## src/rtl/req_buf_rr_arbiter.sv

```systemverilog
// Round-robin arbiter that drains NUM_REQ request buffers into one registered valid/ready stage.
// A lock bit on a head entry pins the grant to that master. Define ARB_STATS_EN to add per-master grant counters.
module req_buf_rr_arbiter #(
    parameter  int NUM_REQ = 4,
    parameter  int DATA_W  = 32,
    localparam int ID_W    = $clog2(NUM_REQ)
) (
    input  logic                        clk,
    input  logic                        resetn,
    input  logic [NUM_REQ*DATA_W-1:0]   buf_data_i,
    input  logic [NUM_REQ-1:0]          buf_empty_i,
    input  logic [NUM_REQ-1:0]          buf_lock_i,
    output logic [NUM_REQ-1:0]          buf_pop_o,
    output logic                        m_valid_o,
    input  logic                        m_ready_i,
    output logic [DATA_W-1:0]           m_data_o,
    output logic [ID_W-1:0]             m_id_o,
`ifdef ARB_STATS_EN
    input  logic                        stats_clr_i,
    output logic [NUM_REQ*16-1:0]       grant_cnt_o,
`endif
    output logic                        locked_o
);

    typedef enum logic {ST_ARB, ST_LOCKED} state_e;

    state_e              state_q, state_d;
    logic [ID_W-1:0]     rr_ptr_q, rr_ptr_d;
    logic [ID_W-1:0]     lock_owner_q, lock_owner_d;
    logic                m_valid_q, m_valid_d;
    logic [DATA_W-1:0]   m_data_q, m_data_d;
    logic [ID_W-1:0]     m_id_q, m_id_d;

    logic [DATA_W-1:0]   buf_data [NUM_REQ];
    logic                win_vld;
    logic [ID_W-1:0]     win_idx;
    logic [ID_W:0]       cand;
    logic                load;

    genvar gi;
    generate
        for (gi = 0; gi < NUM_REQ; gi++) begin : g_slice
            assign buf_data[gi] = buf_data_i[gi*DATA_W +: DATA_W];
        end
    endgenerate

    // Scan downwards from the farthest offset so the closest non-empty buffer to rr_ptr wins.
    always_comb begin
        win_vld = 1'b0;
        win_idx = '0;
        cand    = '0;
        if (state_q == ST_LOCKED) begin
            win_vld = ~buf_empty_i[lock_owner_q];
            win_idx = lock_owner_q;
        end else begin
            for (int i = NUM_REQ - 1; i >= 0; i--) begin
                cand = {1'b0, rr_ptr_q} + (ID_W+1)'(i);
                if (cand >= (ID_W+1)'(NUM_REQ)) begin
                    cand = cand - (ID_W+1)'(NUM_REQ);
                end
                if (!buf_empty_i[cand[ID_W-1:0]]) begin
                    win_vld = 1'b1;
                    win_idx = cand[ID_W-1:0];
                end
            end
        end
    end

    assign load = resetn & win_vld & (~m_valid_q | m_ready_i);

    always_comb begin
        buf_pop_o = '0;
        if (load) begin
            buf_pop_o[win_idx] = 1'b1;
        end
    end

    always_comb begin
        state_d      = state_q;
        rr_ptr_d     = rr_ptr_q;
        lock_owner_d = lock_owner_q;
        m_valid_d    = m_valid_q;
        m_data_d     = m_data_q;
        m_id_d       = m_id_q;
        if (load) begin
            m_valid_d = 1'b1;
            m_data_d  = buf_data[win_idx];
            m_id_d    = win_idx;
            rr_ptr_d  = (win_idx == ID_W'(NUM_REQ - 1)) ? '0 : win_idx + 1'b1;
            if (buf_lock_i[win_idx]) begin
                state_d      = ST_LOCKED;
                lock_owner_d = win_idx;
            end else begin
                state_d = ST_ARB;
            end
        end else if (m_ready_i) begin
            m_valid_d = 1'b0;
        end
    end

    always_ff @(posedge clk) begin
        if (!resetn) begin
            state_q      <= ST_ARB;
            rr_ptr_q     <= '0;
            lock_owner_q <= '0;
            m_valid_q    <= 1'b0;
            m_data_q     <= '0;
            m_id_q       <= '0;
        end else begin
            state_q      <= state_d;
            rr_ptr_q     <= rr_ptr_d;
            lock_owner_q <= lock_owner_d;
            m_valid_q    <= m_valid_d;
            m_data_q     <= m_data_d;
            m_id_q       <= m_id_d;
        end
    end

    assign m_valid_o = m_valid_q;
    assign m_data_o  = m_data_q;
    assign m_id_o    = m_id_q;
    assign locked_o  = (state_q == ST_LOCKED);

`ifdef ARB_STATS_EN
    generate
        for (gi = 0; gi < NUM_REQ; gi++) begin : g_stats
            logic [15:0] cnt_q, cnt_d;

            // Clear wins over a same-cycle grant; counters stick at all-ones.
            always_comb begin
                cnt_d = cnt_q;
                if (stats_clr_i) begin
                    cnt_d = '0;
                end else if (load && (win_idx == ID_W'(gi)) && (cnt_q != 16'hFFFF)) begin
                    cnt_d = cnt_q + 16'd1;
                end
            end

            always_ff @(posedge clk) begin
                if (!resetn) begin
                    cnt_q <= '0;
                end else begin
                    cnt_q <= cnt_d;
                end
            end

            assign grant_cnt_o[gi*16 +: 16] = cnt_q;
        end
    endgenerate
`endif

endmodule

```

## config.mk

```make
export PLATFORM = sky130hd
export DESIGN_NAME = req_buf_rr_arbiter
export DESIGN_NICKNAME = d
export VERILOG_FILES = /design/src/rtl/req_buf_rr_arbiter.sv
export SDC_FILE = /design/constraint.sdc
export NUM_CORES = 1
export LEC_CHECK = 0
export BUFFER_PORTS_ARGS = -buffer_cell sky130_fd_sc_hd__buf_2
export CORE_ASPECT_RATIO = 0.5
export CORE_MARGIN = 2
export CORE_UTILIZATION = 29
export CTS_CLUSTER_SIZE = 8
export DETAILED_ROUTE_END_ITERATION = 7
export HOLD_SLACK_MARGIN = 0.06
export PLACE_DENSITY = 0.65
export SKIP_LAST_GASP = 1
export SYNTH_ARGS = -nofsm -noshare
export SYNTH_HDL_FRONTEND = slang
export SYNTH_SLANG_ARGS = --single-unit
```

## constraint.sdc

```tcl
create_clock -name clk -period 2.4 [get_ports clk]
set_input_delay 0 -clock clk [delete_from_list [all_inputs] [get_ports clk]]
set_output_delay 0 -clock clk [all_outputs]
set_load 0.01 [all_outputs]
```

==> results_dict.tcl, run 1 <==
set metrics [dict create \
    status "completed" \
    avgRoutedWirePerCell_um 14.0 \
    vias 3495 \
    grt_overflow_total 0 \
    min_period_ns 2.21 \
    path_cells "nor2b_1 -> o21ai_0 -> nand2b_1 -> a22o_1 -> o21a_1 -> buf_4 -> ha_1 -> and3_1 -> buf_2" \
    drc_errors 0 \
    first_global_vias 3365 \
    wl_um 9980 \
    synth_cell_types 35 \
    clockPowerShare_pct 25.2 \
    row_count 24 \
    yosysTopAreaCellShare_pct 29.6 \
    clock.fmax_ghz 0.453 \
    cp-endpoint "buf_pop_o[1]" \
    comb_power_share_pct 43.2 \
    cts_tree "done" \
    slowest_delay_ns 0.33 \
    cts_buffers 5 \
    htree_num_levels 2 \
    synth_flop_cell "dfxtp_1" \
    grt_pass1_wl_um 15900 \
    setup_violations 0 \
    cp.depth 9 \
    hold_viol_final 0 \
    nets 740 \
    crit_family "compound AO/OA/AOI/OAI gates" \
    antenna_found_initial 0 \
    grt_setup_unrepaired "no" \
    synth_edf_count 0 \
    cap_violations 0 \
    critical-path-slowest-cell "dfxtp_1" \
    p_leak_nw 2.24 \
    cts.sinks 40 \
    sequentialPowerShare_pct 31.6 \
    num-fill-cells 863 \
    power.switching_mw 0.981 \
    root_buffer "clkbuf_16" \
    via_per_inst 4.89 \
    dieArea_mm2 0.0101 \
    worst-endpoint-required_ns 2.40 \
    cp-start-kind "flop" \
    r2r-start "lock_owner_q[0]" \
    slew_headroom_pct 73.1 \
    dpl.hpwl_um 6940 \
    hp-class "primary input to flop" \
    diodes 0 \
    synth_area_leader_cell "dfxtp_1" \
    swShare_pct 36.1 \
    syn-cell-area_mm2 0.00270 \
    grt_use_total_pct 19.3 \
    yosysMostFrequentCell "nand2_1" \
    synth-seq-cells 40 \
    start_util_pct 30.4 \
    crit_path_start "rr_ptr_q[1]" \
    critPathKind "flop to primary output" \
    drive_gt1_share_pct 34.4 \
    ctsLongestPathBuffers 2 \
    power_density_mw_per_mm2 647 \
    grt_max_degree 37 \
    timing.hold.ws_ns 0.0571 \
    cts.clk_slew.worst_paths_ns 0.06 \
    drt_iter0_drc 162 \
    slew_violations 0 \
    port_buffers 178 \
    vdd_ir_drop_max_v 0.000247 \
    internal_power_mw 1.74 \
    reg2reg_slack_ns 0.36 \
    die_x_um 140 \
    ys_seq_area_share_pct 29.6 \
    synthTopCellsByCount "137 x nand2_1, 64 x nand3_1, 40 x dfxtp_1" \
    crit_buf_inv 2 \
    synthTopCellsByArea "dfxtp_1 30%, nand2_1 19%, nand3_1 12%, a31o_1 10%, and3_1 8.3%" \
    synth.avg_cell_area_um2 6.79 \
    syn_inst 398 \
    crit_fanout 34 \
    r2r-end "m_data_o[23]" \
    tightest_slew_ns 0.403 \
    tns_ns 0 \
    coreArea_mm2 0.00889 \
    skew_ns 0.00491 \
    ys_warn_count 0 \
    fin_crit_sh_pct 91.9 \
    clk_latency_ns 0.28 \
    place.gp.congestion 0.826 \
    reg2reg_depth 7 \
    cp-end-kind "primary output" \
    fp.dieH_um 72.2 \
    area_delta_synth_final_pct 55.7 \
    dr.pass1.iters 5 \
    worstPathArrival_ns 2.21 \
    ant_nets 0 \
    synth_nets 541 \
    ys_async_sr_fraction_pct 0 \
    pin_count 179 \
]
-- stage by stage --
stage / worst slack (ns) / total power, mW / instance area, um2 / std cells / utilization [%]
6_report: 0.194 / 2.72 / 4210 / 715 / 47.3
4_1_cts: 0.0586 / 2.73 / 4180 / 712 / 47.1
3_5_place_dp: 0.320 / 1.99 / 3690 / 670 / 41.5
5_1_grt: 0.0847 / 2.91 / 4210 / 715 / 47.3
2_1_floorplan: 0.388 / 1.58 / 2700 / 398 / -
3_3_place_gp: 0.371 / 1.97 / 3690 / 670 / 41.5
-- worst min-delay path by stage --
| stage | from | end | slack, ns | cells after the start |
|---|---|---|---|---|
| finish | buf_data_i[98] | m_data_o[2] | 0.06 | 4 |
| global route | buf_data_i[38] | m_data_o[6] | 0.06 | 4 |
| CTS | buf_data_i[108] | m_data_o[12] | 0.06 | 4 |
| detailed placement | resetn | m_valid_o | 0.30 | 2 |
| global placement | resetn | m_valid_o | 0.29 | 2 |
| floorplan | m_ready_i | m_valid_o | 0.23 | 2 |
-- routing by layer --
metal	GRT usage (%)	up-vias	part of all wire, %
li1	-	1768	-
met2	33.8	114	49
met3	4.16	28	5.3
met5	0	-	0
met4	7.44	0	3.1
met1	23.8	1585	43
-- cells in the final DEF, fill, tap and decap left out, types with 2 or more instances in the layout --
| cell type | synthesis | layout |
|---|---|---|
| a21oi_1 | 2 | 2 |
| a22o_1 | 2 | 2 |
| a31o_1 | 32 | 32 |
| and2_1 | 2 | 2 |
| and3_1 | 36 | 36 |
| buf_12 | 0 | 2 |
| buf_2 | 14 | 178 |
| buf_4 | 2 | 13 |
| clkbuf_16 | 0 | 5 |
| clkinvlp_4 | 0 | 2 |
| dfxtp_1 | 40 | 40 |
| dlygate4sd3_1 | 0 | 34 |
| ha_1 | 4 | 4 |
| inv_1 | 2 | 2 |
| inv_2 | 3 | 3 |
| mux2i_1 | 5 | 5 |
| nand2_1 | 137 | 137 |
| nand2b_1 | 2 | 2 |
| nand3_1 | 64 | 64 |
| nand4_1 | 2 | 2 |
| nor2_1 | 3 | 3 |
| nor2b_1 | 5 | 5 |
| o21a_1 | 2 | 2 |
| o21ai_0 | 7 | 7 |
-- what timing repair did --
item | CTS | global route
hold buffers | 34 | 0
endpoints found under the setup margin | 0 | 2
gates resized for setup | 0 | 0
buffers inserted | 0 | 3
endpoints found under the hold margin | 16 | 0
-- sequential cells by signal, summed over array words and instances (netlist names) --
signal        flops
lock_owner_q      2
locked_o          1
m_id_o            2
m_valid_o         1
m_data_o         32
rr_ptr_q          2
-- cells by family (layout without fill, tap and decap cells) --
group	after synthesis	after routing	synth area share, %
adders and majority gates	4	4	1.85
and+or+nand+nor	254	254	43.1
muxes	5	5	1.85
AOI/OAI and AO/OA	55	55	16.8
buffers and inverters	40	240	6.76
DFF	40	40	29.6
-- power groups by stage --
stage	sequential, mW	combinational, mW	clock (mW)
after floorplan	0.930	0.650	0
after global placement	0.866	1.11	0
after detailed placement	0.871	1.12	0
after CTS	0.858	1.17	0.706
after global routing	0.875	1.30	0.734
final	0.858	1.18	0.685
-- worst reg2reg max path, stage by stage (launching register included) --
cell and delay (ns):
dfxtp_1 0.43, nor2b_1 0.07, a211o_1 0.32, a31oi_4 0.28
nand2_1 0.20, buf_4 0.25, and3_1 0.20, a31o_1 0.18
-- layout make-up --
class,count,area [um2],area share (%)
repair buffers,227,1370,32.5
multi-input cells,318,1720,40.8
clock inverters,2,15.0,0.357
clock buffers,6,139,3.30
well taps,117,146,3.48
inverters,5,18.8,0.446
flip-flops and latches,40,801,19.0
(Power assumes the default switching activity.)
==> inputs of run 2 (changes only) <==
--- a/config.mk
+++ b/config.mk
@@ -7,12 +7,11 @@
 export LEC_CHECK = 0
 export BUFFER_PORTS_ARGS = -buffer_cell sky130_fd_sc_hd__buf_2
 export CORE_ASPECT_RATIO = 0.5
-export CORE_MARGIN = 2
-export CORE_UTILIZATION = 29
+export CORE_UTILIZATION = 43
 export CTS_CLUSTER_SIZE = 8
 export DETAILED_ROUTE_END_ITERATION = 7
 export HOLD_SLACK_MARGIN = 0.06
-export PLACE_DENSITY = 0.65
+export PLACE_DENSITY = 0.88
 export SKIP_LAST_GASP = 1
 export SYNTH_ARGS = -nofsm -noshare
 export SYNTH_HDL_FRONTEND = slang
==> results_dict.tcl, run 2 (same netlist as run 1, synthesis figures left out) <==
set metrics [dict create \
    row_count 19 \
    critPathKind "flop to flop" \
    drt_iter0_drc 195 \
    cts_tree "done" \
    root_buffer "clkbuf_16" \
    diodes 0 \
    seqCellArea_um2 801 \
    setup_violations 0 \
    largest_reg_flops 32 \
    slew_violations 0 \
    worst-endpoint-required_ns 2.60 \
    avgRoutedWirePerCell_um 12.7 \
    grt_use_total_pct 25.6 \
    grt_max_degree 71 \
    dr.pass1.iters 4 \
    grt_setup_unrepaired "yes" \
    final_cells 648 \
    nets 706 \
    antenna_found_initial 0 \
    slew_headroom_pct 69.2 \
    final_common_cell "buf_2" \
    cp-end-kind "flop" \
    cap_violations 0 \
    vias 3349 \
    num-fill-cells 536 \
    p_leak_nw 2.10 \
    power_density_mw_per_mm2 682 \
    drive_gt1_share_pct 35.3 \
    tightest_slew_ns 0.462 \
    fin_crit_sh_pct 94.7 \
    status "completed" \
    first_global_vias 3214 \
    clk_latency_ns 0.27 \
    hp-class "primary input to flop" \
    fp.dieH_um 58.0 \
    cts.sinks 40 \
    port_buffers 178 \
    cts.clk_slew.worst_paths_ns 0.06 \
    coreArea_mm2 0.00575 \
    worst_slack_ns 0.127 \
    grt_overflow_total 0 \
    layout_common_cells "178 x buf_2, 137 x nand2_1, 64 x nand3_1, 40 x dfxtp_1, 36 x and3_1" \
    power_mw 2.62 \
    dieArea_mm2 0.00662 \
    via_per_inst 5.17 \
    wl_um 8240 \
    grt_pass1_wl_um 13800 \
    dpl.hpwl_um 5980 \
    hold_viol_final 0 \
    ant_nets 0 \
    pin_count 179 \
    placedCellCount 635 \
    drc_errors 0 \
    min_period_ns 2.27 \
    skew_ns 0.00510 \
    place.gp.congestion 0.883 \
    worstPathArrival_ns 2.47 \
    cts_setup_buffers 0 \
    clock.fmax_ghz 0.440 \
    area_delta_synth_final_pct 42.1 \
    place_ws_ns 0.0252 \
    crit_fanout 70 \
    ctsLongestPathBuffers 2 \
    vdd_ir_drop_max_v 0.000316 \
    start_util_pct 47.0 \
    cts_buffers 5 \
    htree_num_levels 2 \
    cp-start-kind "flop" \
    multi_input_area_mm2 0.00172 \
    die_x_um 114 \
]
## run 2: through the flow
stage	hold slack, ns	setup TNS, ns	instance area [um2]	utilization (%)
after global placement	0.272	0	3630	63.2
after detailed placement	0.276	0	3630	63.2
after floorplan	0.230	0	2700	-
after global routing	0.0682	-0.0120	3840	66.7
after CTS	0.0606	0	3830	66.6
final	0.0604	0	3840	66.7
## run 2: final cells by class
| cell class | instances | share of cell area (%) |
|---|---|---|
| repair buffers | 193 | 27.1 |
| multi-input cells | 318 | 44.8 |
| inverters | 5 | 0.685 |
| clock buffers | 8 | 3.81 |
| well taps | 84 | 2.74 |
| flip-flops and latches | 40 | 20.9 |
## run 2: critical path, stage by stage (launching register included)
cell and delay [ns]:
dfxtp_1 0.34, o311a_1 0.35, a22o_1 0.23, nor2_4 0.16, buf_12 0.29, mux2i_1 0.35
o32a_1 0.25, mux2i_1 0.19
## run 2: worst paths after layout
kind	from	endpoint	slack (ns)	cells after the start
min	buf_data_i[25]	m_data_o[25]	0.06	4
max	rr_ptr_q[1]	lock_owner_q[0]	0.13	7
min reg2reg	m_id_o[0]	m_id_o[0]	0.52	2
max reg2reg	rr_ptr_q[1]	lock_owner_q[0]	0.13	7
## run 2: timing repair
| item | in CTS | in global routing |
|---|---|---|
| cloned | 0 | 0 |
| endpoints found under the setup margin | 2 | 3 |
| hold endpoints to repair | 4 | 0 |
| pin swaps | 0 | 0 |
| resized for setup | 1 | 3 |
| hold buffers | 5 | 0 |
## run 2: routing by layer
metal | track usage [%] | vias up | part of all wire (%)
li1 | - | 1703 | -
met5 | 0 | - | 0
met2 | 48.1 | 109 | 48
met1 | 29.6 | 1523 | 44
met3 | 4.92 | 14 | 5.8
met4 | 9.09 | 0 | 1.4
## run 2: power by group
part	switching [mW]	total (mW)	leakage [nW]	internal (mW)
Combinational	0.619	1.10	1.70	0.479
Sequential	0.0613	0.860	0.332	0.798
Clock	0.244	0.658	0.0712	0.414
Total	0.924	2.62	2.10	1.69
